===== src/rtl/irq_timer_ctrl.sv =====
// Interrupt source block: compare/auto-reload timer plus NUM_EXT rising-edge lines feeding a
// pending/enable set and a fixed-priority valid/ack presenter. Optional: IRQ_TIMER_PRESCALER_EN.
module irq_timer_ctrl #(
    parameter int unsigned TMR_WIDTH   = 16,
    parameter int unsigned NUM_EXT     = 3,
    parameter int unsigned PRESC_WIDTH = 8
) (
    input  logic                         clk,
    input  logic                         rst,
    input  logic                         timer_en,
    input  logic                         cmp_we,
    input  logic [TMR_WIDTH-1:0]         cmp_wdata,
    input  logic [PRESC_WIDTH-1:0]       presc_wdata,
    input  logic [NUM_EXT-1:0]           ext_irq,
    input  logic                         en_we,
    input  logic [NUM_EXT:0]             en_wdata,
    input  logic                         irq_ack,
    output logic                         irq_valid,
    output logic [$clog2(NUM_EXT+1)-1:0] irq_id,
    output logic [NUM_EXT:0]             irq_onehot,
    output logic [NUM_EXT:0]             pending,
    output logic [TMR_WIDTH-1:0]         tmr_count
);
    localparam int unsigned NUM_SRC  = NUM_EXT + 1;
    localparam int unsigned ID_WIDTH = $clog2(NUM_SRC);

    typedef enum logic {StIdle, StPresent} state_t;

    state_t               state;
    logic [TMR_WIDTH-1:0] cmp;
    logic [NUM_SRC-1:0]   enable;
    logic [NUM_EXT-1:0]   ext_q;
    logic                 tick;
    logic                 tmr_match;
    logic [NUM_SRC-1:0]   set_mask;
    logic [NUM_SRC-1:0]   clr_mask;
    logic [NUM_SRC-1:0]   req;
    logic [ID_WIDTH-1:0]  win_id;

`ifdef IRQ_TIMER_PRESCALER_EN
    logic [PRESC_WIDTH-1:0] presc;
    logic [PRESC_WIDTH-1:0] presc_cnt;

    assign tick = timer_en && (presc_cnt == presc);

    always_ff @(posedge clk) begin
        if (rst) begin
            presc     <= '0;
            presc_cnt <= '0;
        end else if (cmp_we) begin
            presc     <= presc_wdata;
            presc_cnt <= '0;
        end else if (timer_en) begin
            if (presc_cnt == presc) begin
                presc_cnt <= '0;
            end else begin
                presc_cnt <= presc_cnt + 1'b1;
            end
        end
    end
`else
    logic unused_presc;
    assign unused_presc = ^presc_wdata;
    assign tick         = timer_en;
`endif

    // A compare write in the same cycle suppresses the match.
    assign tmr_match = tick && !cmp_we && (tmr_count == cmp);

    always_ff @(posedge clk) begin
        if (rst) begin
            tmr_count <= '0;
            cmp       <= '0;
        end else if (cmp_we) begin
            cmp       <= cmp_wdata;
            tmr_count <= '0;
        end else if (tick) begin
            if (tmr_count == cmp) begin
                tmr_count <= '0;
            end else begin
                tmr_count <= tmr_count + 1'b1;
            end
        end
    end

    always_ff @(posedge clk) begin
        if (rst) begin
            ext_q <= '0;
        end else begin
            ext_q <= ext_irq;
        end
    end

    assign set_mask = {ext_irq & ~ext_q, tmr_match};
    assign clr_mask = (state == StPresent && irq_ack) ? irq_onehot : '0;
    assign req      = pending & enable;

    // Lowest index wins, so scan downward and let later hits overwrite.
    always_comb begin
        win_id = '0;
        for (int i = NUM_SRC - 1; i >= 0; i--) begin
            if (req[i]) begin
                win_id = ID_WIDTH'(i);
            end
        end
    end

    // Set has priority over a same-cycle acknowledge clear.
    always_ff @(posedge clk) begin
        if (rst) begin
            pending <= '0;
        end else begin
            pending <= (pending & ~clr_mask) | set_mask;
        end
    end

    always_ff @(posedge clk) begin
        if (rst) begin
            enable <= '1;
        end else if (en_we) begin
            enable <= en_wdata;
        end
    end

    always_ff @(posedge clk) begin
        if (rst) begin
            state      <= StIdle;
            irq_valid  <= 1'b0;
            irq_id     <= '0;
            irq_onehot <= '0;
        end else begin
            case (state)
                StIdle: begin
                    if (|req) begin
                        state      <= StPresent;
                        irq_valid  <= 1'b1;
                        irq_id     <= win_id;
                        irq_onehot <= NUM_SRC'(1) << win_id;
                    end
                end
                StPresent: begin
                    if (irq_ack) begin
                        state      <= StIdle;
                        irq_valid  <= 1'b0;
                        irq_onehot <= '0;
                    end
                end
            endcase
        end
    end
endmodule

===== config.mk =====
export PLATFORM = sky130hd
export DESIGN_NAME = irq_timer_ctrl
export DESIGN_NICKNAME = d
export VERILOG_FILES = /design/src/rtl/irq_timer_ctrl.sv
export SDC_FILE = /design/constraint.sdc
export NUM_CORES = 1
export LEC_CHECK = 0
export ABC_AREA = 0
export CAP_MARGIN = 20
export CELL_PAD_IN_SITES_DETAIL_PLACEMENT = 0
export CELL_PAD_IN_SITES_GLOBAL_PLACEMENT = 1
export CORE_MARGIN = 4
export CORE_UTILIZATION = 50
export DETAILED_ROUTE_END_ITERATION = 7
export DONT_BUFFER_PORTS = 1
export HOLD_SLACK_MARGIN = 0.02
export PLACE_DENSITY = 0.87
export SYNTH_ARGS = -nofsm -noshare
export SYNTH_HDL_FRONTEND = slang
export SYNTH_SLANG_ARGS = --single-unit

===== constraint.sdc =====
create_clock -name clk -period 2.37 [get_ports clk]
set_input_delay 0.3555 -clock clk [delete_from_list [all_inputs] [get_ports clk]]
set_output_delay 0.3555 -clock clk [all_outputs]
set_load 0.02 [all_outputs]

# Yosys cells after proc, flatten, opt, wreduce, memory -nomap -nowiden
# Index checks and enable logic that the tools add are counted.
[word_totals]
regBits = 51
in_bits = 37
output_inout_bits = 27
elab_cells = 44
[classes]
addsub = 1
n_eq_ne = 3
shift = 1
muxes = 15
n_bitwise = 7
n_reduce_logical = 8
[ops]
columns = ["operator", "count"]
rows = [
  ["$add A16 B1 Y16 const B", 1],
  ["$eq A16 B16 Y1", 1],
  ["$mux W16", 1],
  ["$mux W4", 3],
  ["$and A4 B4 Y4", 2],
  ["$mux W2", 4],
  ["$pmux W4 S2", 1],
  ["$mux W1", 4],
  ["$ne A2 B2 Y1 const B", 2],
  ["$not A4 Y4", 1],
  ["$or A4 B4 Y4", 1],
  ["$pmux W1 S2", 2],
  ["$reduce_and A2 Y1", 2],
  ["$reduce_or A4 Y1", 1],
  ["$shl A1 B2 Y4 const A", 1],
  ["$and A3 B3 Y3", 1],
  ["$logic_and A1 B1 Y1", 3],
  ["$not A3 Y3", 1],
  ["$reduce_or A2 Y1", 1],
  ["$logic_not A1 Y1", 1],
  ["$not A1 Y1", 1],
]

# Logic depth before layout (Yosys ltp)
# Gate-level depths: netlist of the first run.
[logic_depth]
word_depth = 8
depth_mapped = 7

# Worst setup path after synthesis of the first run
# Ideal clock, no wire load.
[synth_timing]
path_type = "register to register"
from = "register tmr_count[0]"
to = "register tmr_count[14]"
setup_ns = 0.079
arrival_ns = 1.517
t_required_ns = 2.291
slack_ns = 0.774
stages_incl_launch_ff = 6
synth_period_minus_slack_ns = 1.596
path_cell_list = "dfxtp_1 ha_1 nand4_1 nor4_1 xnor2_1 a211oi_2"
[synth_via]
elab_chain_cells = 2
[synth_lines]
columns = ["element", "line", "text"]
rows = [
  ["start, declared", "22", "output logic [TMR_WIDTH-1:0] tmr_count"],
  ["start signal, assigned", "81", "tmr_count <= tmr_count + 1'b1;"],
  ["$add A16 B1 Y16 / $eq A16 B16 Y1 (equally long branches)", "81, 78", ""],
  ["$mux W16 *", "78", "if (tmr_count == cmp) begin"],
]
# Mark *: on every way between the ends. The rest lies on a longest branch, timed or not.
# A chain may end at the register's enable or synchronous reset.

# Final worst setup path of the first run
[layout_timing]
from = "register tmr_count[1]"
to = "register tmr_count[14]"
# The elaborated chain is that of the path after synthesis.

==> results of run 1 <==
-- cell families after synthesis --
logic type | synth area share
adder cells (fa/ha/maj) | 0.00531
flip-flops | 0.433
buffers and inverters | 0.0531
AO/OA/AOI/OAI | 0.144
AND/OR/NAND/NOR | 0.184
multiplexers | 0.0722
XOR/XNOR | 0.108
-- power groups by stage --
stage / Combinational [mW] / Clock (mW) / Sequential (mW)
global placement: 0.152 / 0 / 0.971
CTS: 0.154 / 0.627 / 0.952
floorplan: 0.157 / 0 / 0.960
global route: 0.173 / 0.671 / 0.957
detailed placement: 0.154 / 0 / 0.972
finish: 0.154 / 0.606 / 0.951
-- routing by layer --
layer,wire length [µm],GRT usage,part of all wire,vias up
met4,58,0.0652,0.012,0
met5,0,0,0,-
met1,2300,0.239,0.47,819
met3,443,0.0697,0.091,5
met2,2080,0.256,0.43,54
li1,-,-,-,859
-- cell type report --
class                   instances  area share
flip-flops and latches         51       0.416
well taps                      52      0.0265
repair buffers                  5      0.0153
multi-input cells             174       0.493
clock buffers                   6      0.0295
clock inverters                 2      0.0158
inverters                       3     0.00458
-- sequential cells by signal (all words and copies together) (netlist names) --
register and count:
cmp 16, enable 4, ext_q 3, irq_id 2, irq_onehot 4, irq_valid 1
pending 4, state 1, tmr_count 16
-- cells in the final DEF, fill, tap and decap left out, drive strengths merged --
| cell | instances |
|---|---|
| nand3 | 9 |
| a31o | 3 |
| a32o | 2 |
| xnor2 | 20 |
| ha | 1 |
| a21oi | 11 |
| clkbuf | 6 |
| nand2 | 12 |
| and3 | 3 |
| a211o | 5 |
| a2bb2oi | 1 |
| nor2b | 10 |
| nor4 | 4 |
| o2111ai | 1 |
| a32oi | 1 |
| mux2i | 17 |
| bufinv | 1 |
| buf | 5 |
| a21o | 2 |
| dfxtp | 51 |
| xor2 | 9 |
| a311oi | 1 |
| nand4bb | 1 |
| a22oi | 1 |
| nor3 | 4 |
| or2 | 1 |
| and4 | 3 |
| nor2 | 27 |
| a211oi | 14 |
| o21ai | 1 |
| a31oi | 2 |
| nand4 | 8 |
| inv | 4 |
-- worst paths after layout --
| kind | from | endpoint | slack [ps] | depth (start not counted) |
|---|---|---|---|---|
| worst min register to register | cmp[5] | cmp[5] | 530 | 2 |
| worst max register to register | tmr_count[1] | tmr_count[14] | 550 | 5 |
| worst min-delay path | rst | cmp[1] | 110 | 1 |
| worst max-delay path | tmr_count[1] | tmr_count[14] | 550 | 5 |
-- metrics by stage --
stage          setup slack (ps)  utilization  hold WS [ps]  instance area (µm²)
2_1_floorplan               774            -           473                 2360
3_3_place_gp                572        0.528           430                 2340
3_5_place_dp                568        0.528           431                 2340
4_1_cts                     562        0.553          96.7                 2460
5_1_grt                     359        0.553          79.6                 2460
6_report                    554        0.553           111                 2460
==> summary.txt, run 1 <==
Sequential cell area = 1020 µm²
Clock Sinks = 51
Drt via density = 5.93
Post-CTS Hold Fix Bufs = 0
Buffer count from post-CTS setup fixing = 0
Global-route wire length before repair = 8.45 mm
Critical Path Source Type = register
Worst-case clock buffer depth = 2
Rel. slew slack = 0.639
Layout cells sized above 1 = 0.0913
Power Dens Cells = 697 nW/µm²
Crit Path Max Fanout = 6
Antenna viol nets, final = 0
Synth top cells by count = dfxtp_1, nor2_1, xnor2_1
CTS tree = done
Avg WL per Cell = 16.6 µm
Placeable Area = 4440 µm²
WS Path Type = reg2reg
Final setup viols = 0
Post-synthesis register bit count = 51
Area of the multi-input gates = 1210 µm²
Logic pwr share = 0.090
Ys async rst share = 0
CP Capture Type = register
DR iter-0 viols = 142
Grt ovf = 0
Cells after Synth = 245
Setup TNS = 0 ps
Worst-Skew Late Latency = 310 ps
Max rail drop VDD = 0.485 mV
DIE AREA = 5870 µm²
Root Buffer = clkbuf_8
Average instance area after synthesis = 9.62 µm²
Cts repair resizes = 0
CP cell instances = ha_1 > nand4_1 > nor4_1 > xnor2_1 > a211oi_2
LEAKAGE = 0.914 nW
RSZ-0062 raised after global routing = false
Residual DRC = 0
Total of max-cap violations = 0
Largest net degree at the start of global routing = 37
Number of enable flip-flop cells after synthesis = 0
Worst-Margin Slew = 541 ps
Post-DP HPWL = 3.53 mm
Slew Limit Fails = 0
Routed WL = 4.87 mm
# IOs = 64
Synth top area share = 0.433
Clk slew on worst S/H paths = 90 ps
CTS H-tree depth = 2
Slowest cell delay on critical path = 580 ps
Fin crit share = 0.766
Final Wtd Congestion = 0.772
Clock power frac = 0.354
Yosys Warn Count = 0
Seq/Total Area, Yosys = 0.433
Int Pwr = 1.29 mW
Final nets = 278
Total CTS buffers = 5
Antenna diode count = 0
Total Power = 1.71 mW
Post-route insts no fill = 293
Starting density of the core = 0.530
Crit path max-delay family = simple AND/OR/NAND/NOR gates
Worst Path Arrival = 2050 ps
Synth Cell Area = 2360 µm²
Netlist cell types = 38
Net Sw Power = 418 µW
Switching Fraction = 0.244
Area leader, netlist = dfxtp_1
Worst Path Required = 2610 ps
Vias in the first global route = 1652
Row cnt = 24
Fillers = 436
CP max-delay cell = dfxtp_1
Mapped Nets = 283
First-pass DRT Iterations = 4
Top cells by area, synth = dfxtp_1, xnor2_1, mux2i_1
Layout area overhead = 4.25%
Flop pwr share = 0.556
Max Fclk = 0.551 GHz
Worst Hold Class = in2reg
Final Hold Violating Endpoints = 0
Placed cell count = 285
Port bufs = 0
Die height = 76.6 µm
Most frequently used flop master after synthesis = dfxtp_1
Most frequent cell after synthesis = dfxtp_1
Minimum clock period = 1820 ps
Total GRT Usage = 0.178
Total vias in the final route = 1737
Die width = 76.6 µm
Clk_skew = 7.95 ps
Bufs and invs on worst path = 0
Initial antenna violation count = 0
Status = finished, final reports clean
Note: power is estimated with default switching activity, not from simulation.
==> inputs of run 2 (changes only) <==
--- a/config.mk
+++ b/config.mk
@@ -10,11 +10,11 @@
 export CELL_PAD_IN_SITES_DETAIL_PLACEMENT = 0
 export CELL_PAD_IN_SITES_GLOBAL_PLACEMENT = 1
 export CORE_MARGIN = 4
-export CORE_UTILIZATION = 50
+export CORE_UTILIZATION = 47
 export DETAILED_ROUTE_END_ITERATION = 7
 export DONT_BUFFER_PORTS = 1
 export HOLD_SLACK_MARGIN = 0.02
-export PLACE_DENSITY = 0.87
+export PLACE_DENSITY = 0.82
 export SYNTH_ARGS = -nofsm -noshare
 export SYNTH_HDL_FRONTEND = slang
 export SYNTH_SLANG_ARGS = --single-unit
==> constraint.sdc (replaced) <==
create_clock -name clk -period 1.8 [get_ports clk]
set_input_delay 0.27 -clock clk [delete_from_list [all_inputs] [get_ports clk]]
set_output_delay 0.27 -clock clk [all_outputs]
set_load 0.02 [all_outputs]
==> summary.txt, run 2 (synthesis gave the netlist of run 1 again) <==
Total GRT Usage = 0.170
Rel. slew slack = 0.536
Worst-Skew Late Latency = 300 ps
Total vias in the final route = 1779
Net Sw Power = 574 µW
Residual DRC = 0
Worst-Margin Slew = 694 ps
Worst Hold Class = in2reg
Critical Path Source Type = register
Sequential cell area = 1020 µm²
Die height = 78.8 µm
Buffer count from post-CTS setup fixing = 0
R2R depth = 5
Fillers = 450
Starting density of the core = 0.492
CTS H-tree depth = 2
Port bufs = 0
Int Pwr = 1.57 mW
Largest regs = cmp: 16 flops, tmr_count: 16 flops
Drt via density = 5.47
Total of max-cap violations = 0
Total CTS buffers = 5
Clock Sinks = 51
WS Path Type = reg2reg
Worst Path Arrival = 1830 ps
Post-DP HPWL = 3.65 mm
Worst Path Required = 2030 ps
Placeable Area = 4790 µm²
# IOs = 64
Initial antenna violation count = 0
Final setup viols = 0
Switching Fraction = 0.268
R2R Setup Slk = 200 ps
Slowest cell delay on critical path = 410 ps
Worst-case clock buffer depth = 2
LEAKAGE = 0.994 nW
DR iter-0 viols = 171
Die width = 78.8 µm
Avg WL per Cell = 15.9 µm
Clk slew on worst S/H paths = 100 ps
CP cell instances = ha_1 > nand4_1 > nor4_1 > xnor2_1 > a211oi_2
Global-route wire length before repair = 8.24 mm
CP endpoint = tmr_count[14]
Max Fclk = 0.625 GHz
Most frequent cells in the layout = dfxtp_1, nor2_1, xnor2_1
DIE AREA = 6210 µm²
Antenna viol nets, final = 0
CP startpoint = tmr_count[1]
Row cnt = 25
Max rail drop VDD = 0.498 mV
Setup TNS = 0 ps
First-pass DRT Iterations = 4
Clock power frac = 0.313
Minimum clock period = 1600 ps
Fin crit share = 0.889
Post-CTS Hold Fix Bufs = 3
Cts repair resizes = 0
Routed WL = 5.17 mm
Status = finished, final reports clean
Final Wtd Congestion = 0.826
RSZ-0062 raised after global routing = false
CP max-delay cell = dfxtp_1
Final Hold Violating Endpoints = 0
Slew Limit Fails = 0
Grt ovf = 0
CTS tree = done
Post-route insts no fill = 325
Commonest non-fill, non-tap cell in the layout = dfxtp_1
Layout cells sized above 1 = 0.140
Placed cell count = 313
Clk_skew = 5.51 ps
Area of the multi-input gates = 1210 µm²
Crit Path Max Fanout = 5
Vias in the first global route = 1626
Final hold slack = 57.4 ps
Reg2reg start = tmr_count[1]
Capturing point of the worst reg2reg path = tmr_count[14]
CP Capture Type = register
Power Dens Cells = 827 nW/µm²
Root Buffer = clkbuf_8
Final nets = 295
Antenna diode count = 0
Flop pwr share = 0.584
Layout area overhead = 10.0%
Logic pwr share = 0.103
Largest net degree at the start of global routing = 20
-- run 2: cell count changes in the layout (fill, tap and decap cells not counted), sizes merged --
cell | previous run | this run
clkinv | 0 | 1
dlygate4sd3 | 0 | 4
buf | 5 | 18
inv | 4 | 5
bufinv | 1 | 0
clkbuf | 6 | 5
-- run 2: layout make-up --
class | count | area share
multi-input combinational | 174 | 0.467
clock inverter | 3 | 0.00869
clock buffer | 5 | 0.0265
timing repair buffer | 22 | 0.0676
inverter | 3 | 0.00434
tap | 67 | 0.0323
sequential | 51 | 0.394
-- run 2: worst min path at each step --
stage,slack (ps),start,depth (start not counted),endpoint
6_report,60,rst,1,enable[0]
5_1_grt,40,rst,1,enable[3]
4_1_cts,20,rst,1,cmp[12]
3_5_place_dp,350,rst,1,cmp[2]
3_3_place_gp,340,rst,1,irq_onehot[3]
2_1_floorplan,390,en_wdata[0],1,enable[0]
-- run 2: through the flow --
stage                      util  power (mW)  cell area (µm²)  setup WS, ps
after global routing      0.542        2.26             2590          54.9
after global placement    0.514        1.48             2460           258
after detailed placement  0.514        1.48             2460           224
final                     0.542        2.14             2590           201
after floorplan               -        1.47             2360           204
after CTS                 0.540        2.17             2580           196
-- run 2: critical path: cells and delay by family (launching register included) --
kind / cells / cell delay [ps]
flip-flops: 1 / 410
adder cells (fa/ha/maj): 1 / 210
XOR/XNOR: 1 / 130
AO/OA/AOI/OAI: 1 / 190
AND/OR/NAND/NOR: 2 / 600
-- run 2: power by group through the flow --
stage / sequential, mW / clock (mW) / combinational [mW]
floorplan: 1.26 / 0 / 0.207
CTS: 1.25 / 0.701 / 0.219
detailed placement: 1.28 / 0 / 0.204
global placement: 1.28 / 0 / 0.204
finish: 1.25 / 0.670 / 0.222
global route: 1.26 / 0.755 / 0.248
-- run 2: per-layer routing --
metal,up-vias,GRT usage,share of wire
met2,58,0.239,0.40
met4,0,0.0472,0.0097
met1,812,0.246,0.50
met5,-,0,0
met3,7,0.0567,0.087
li1,902,-,-
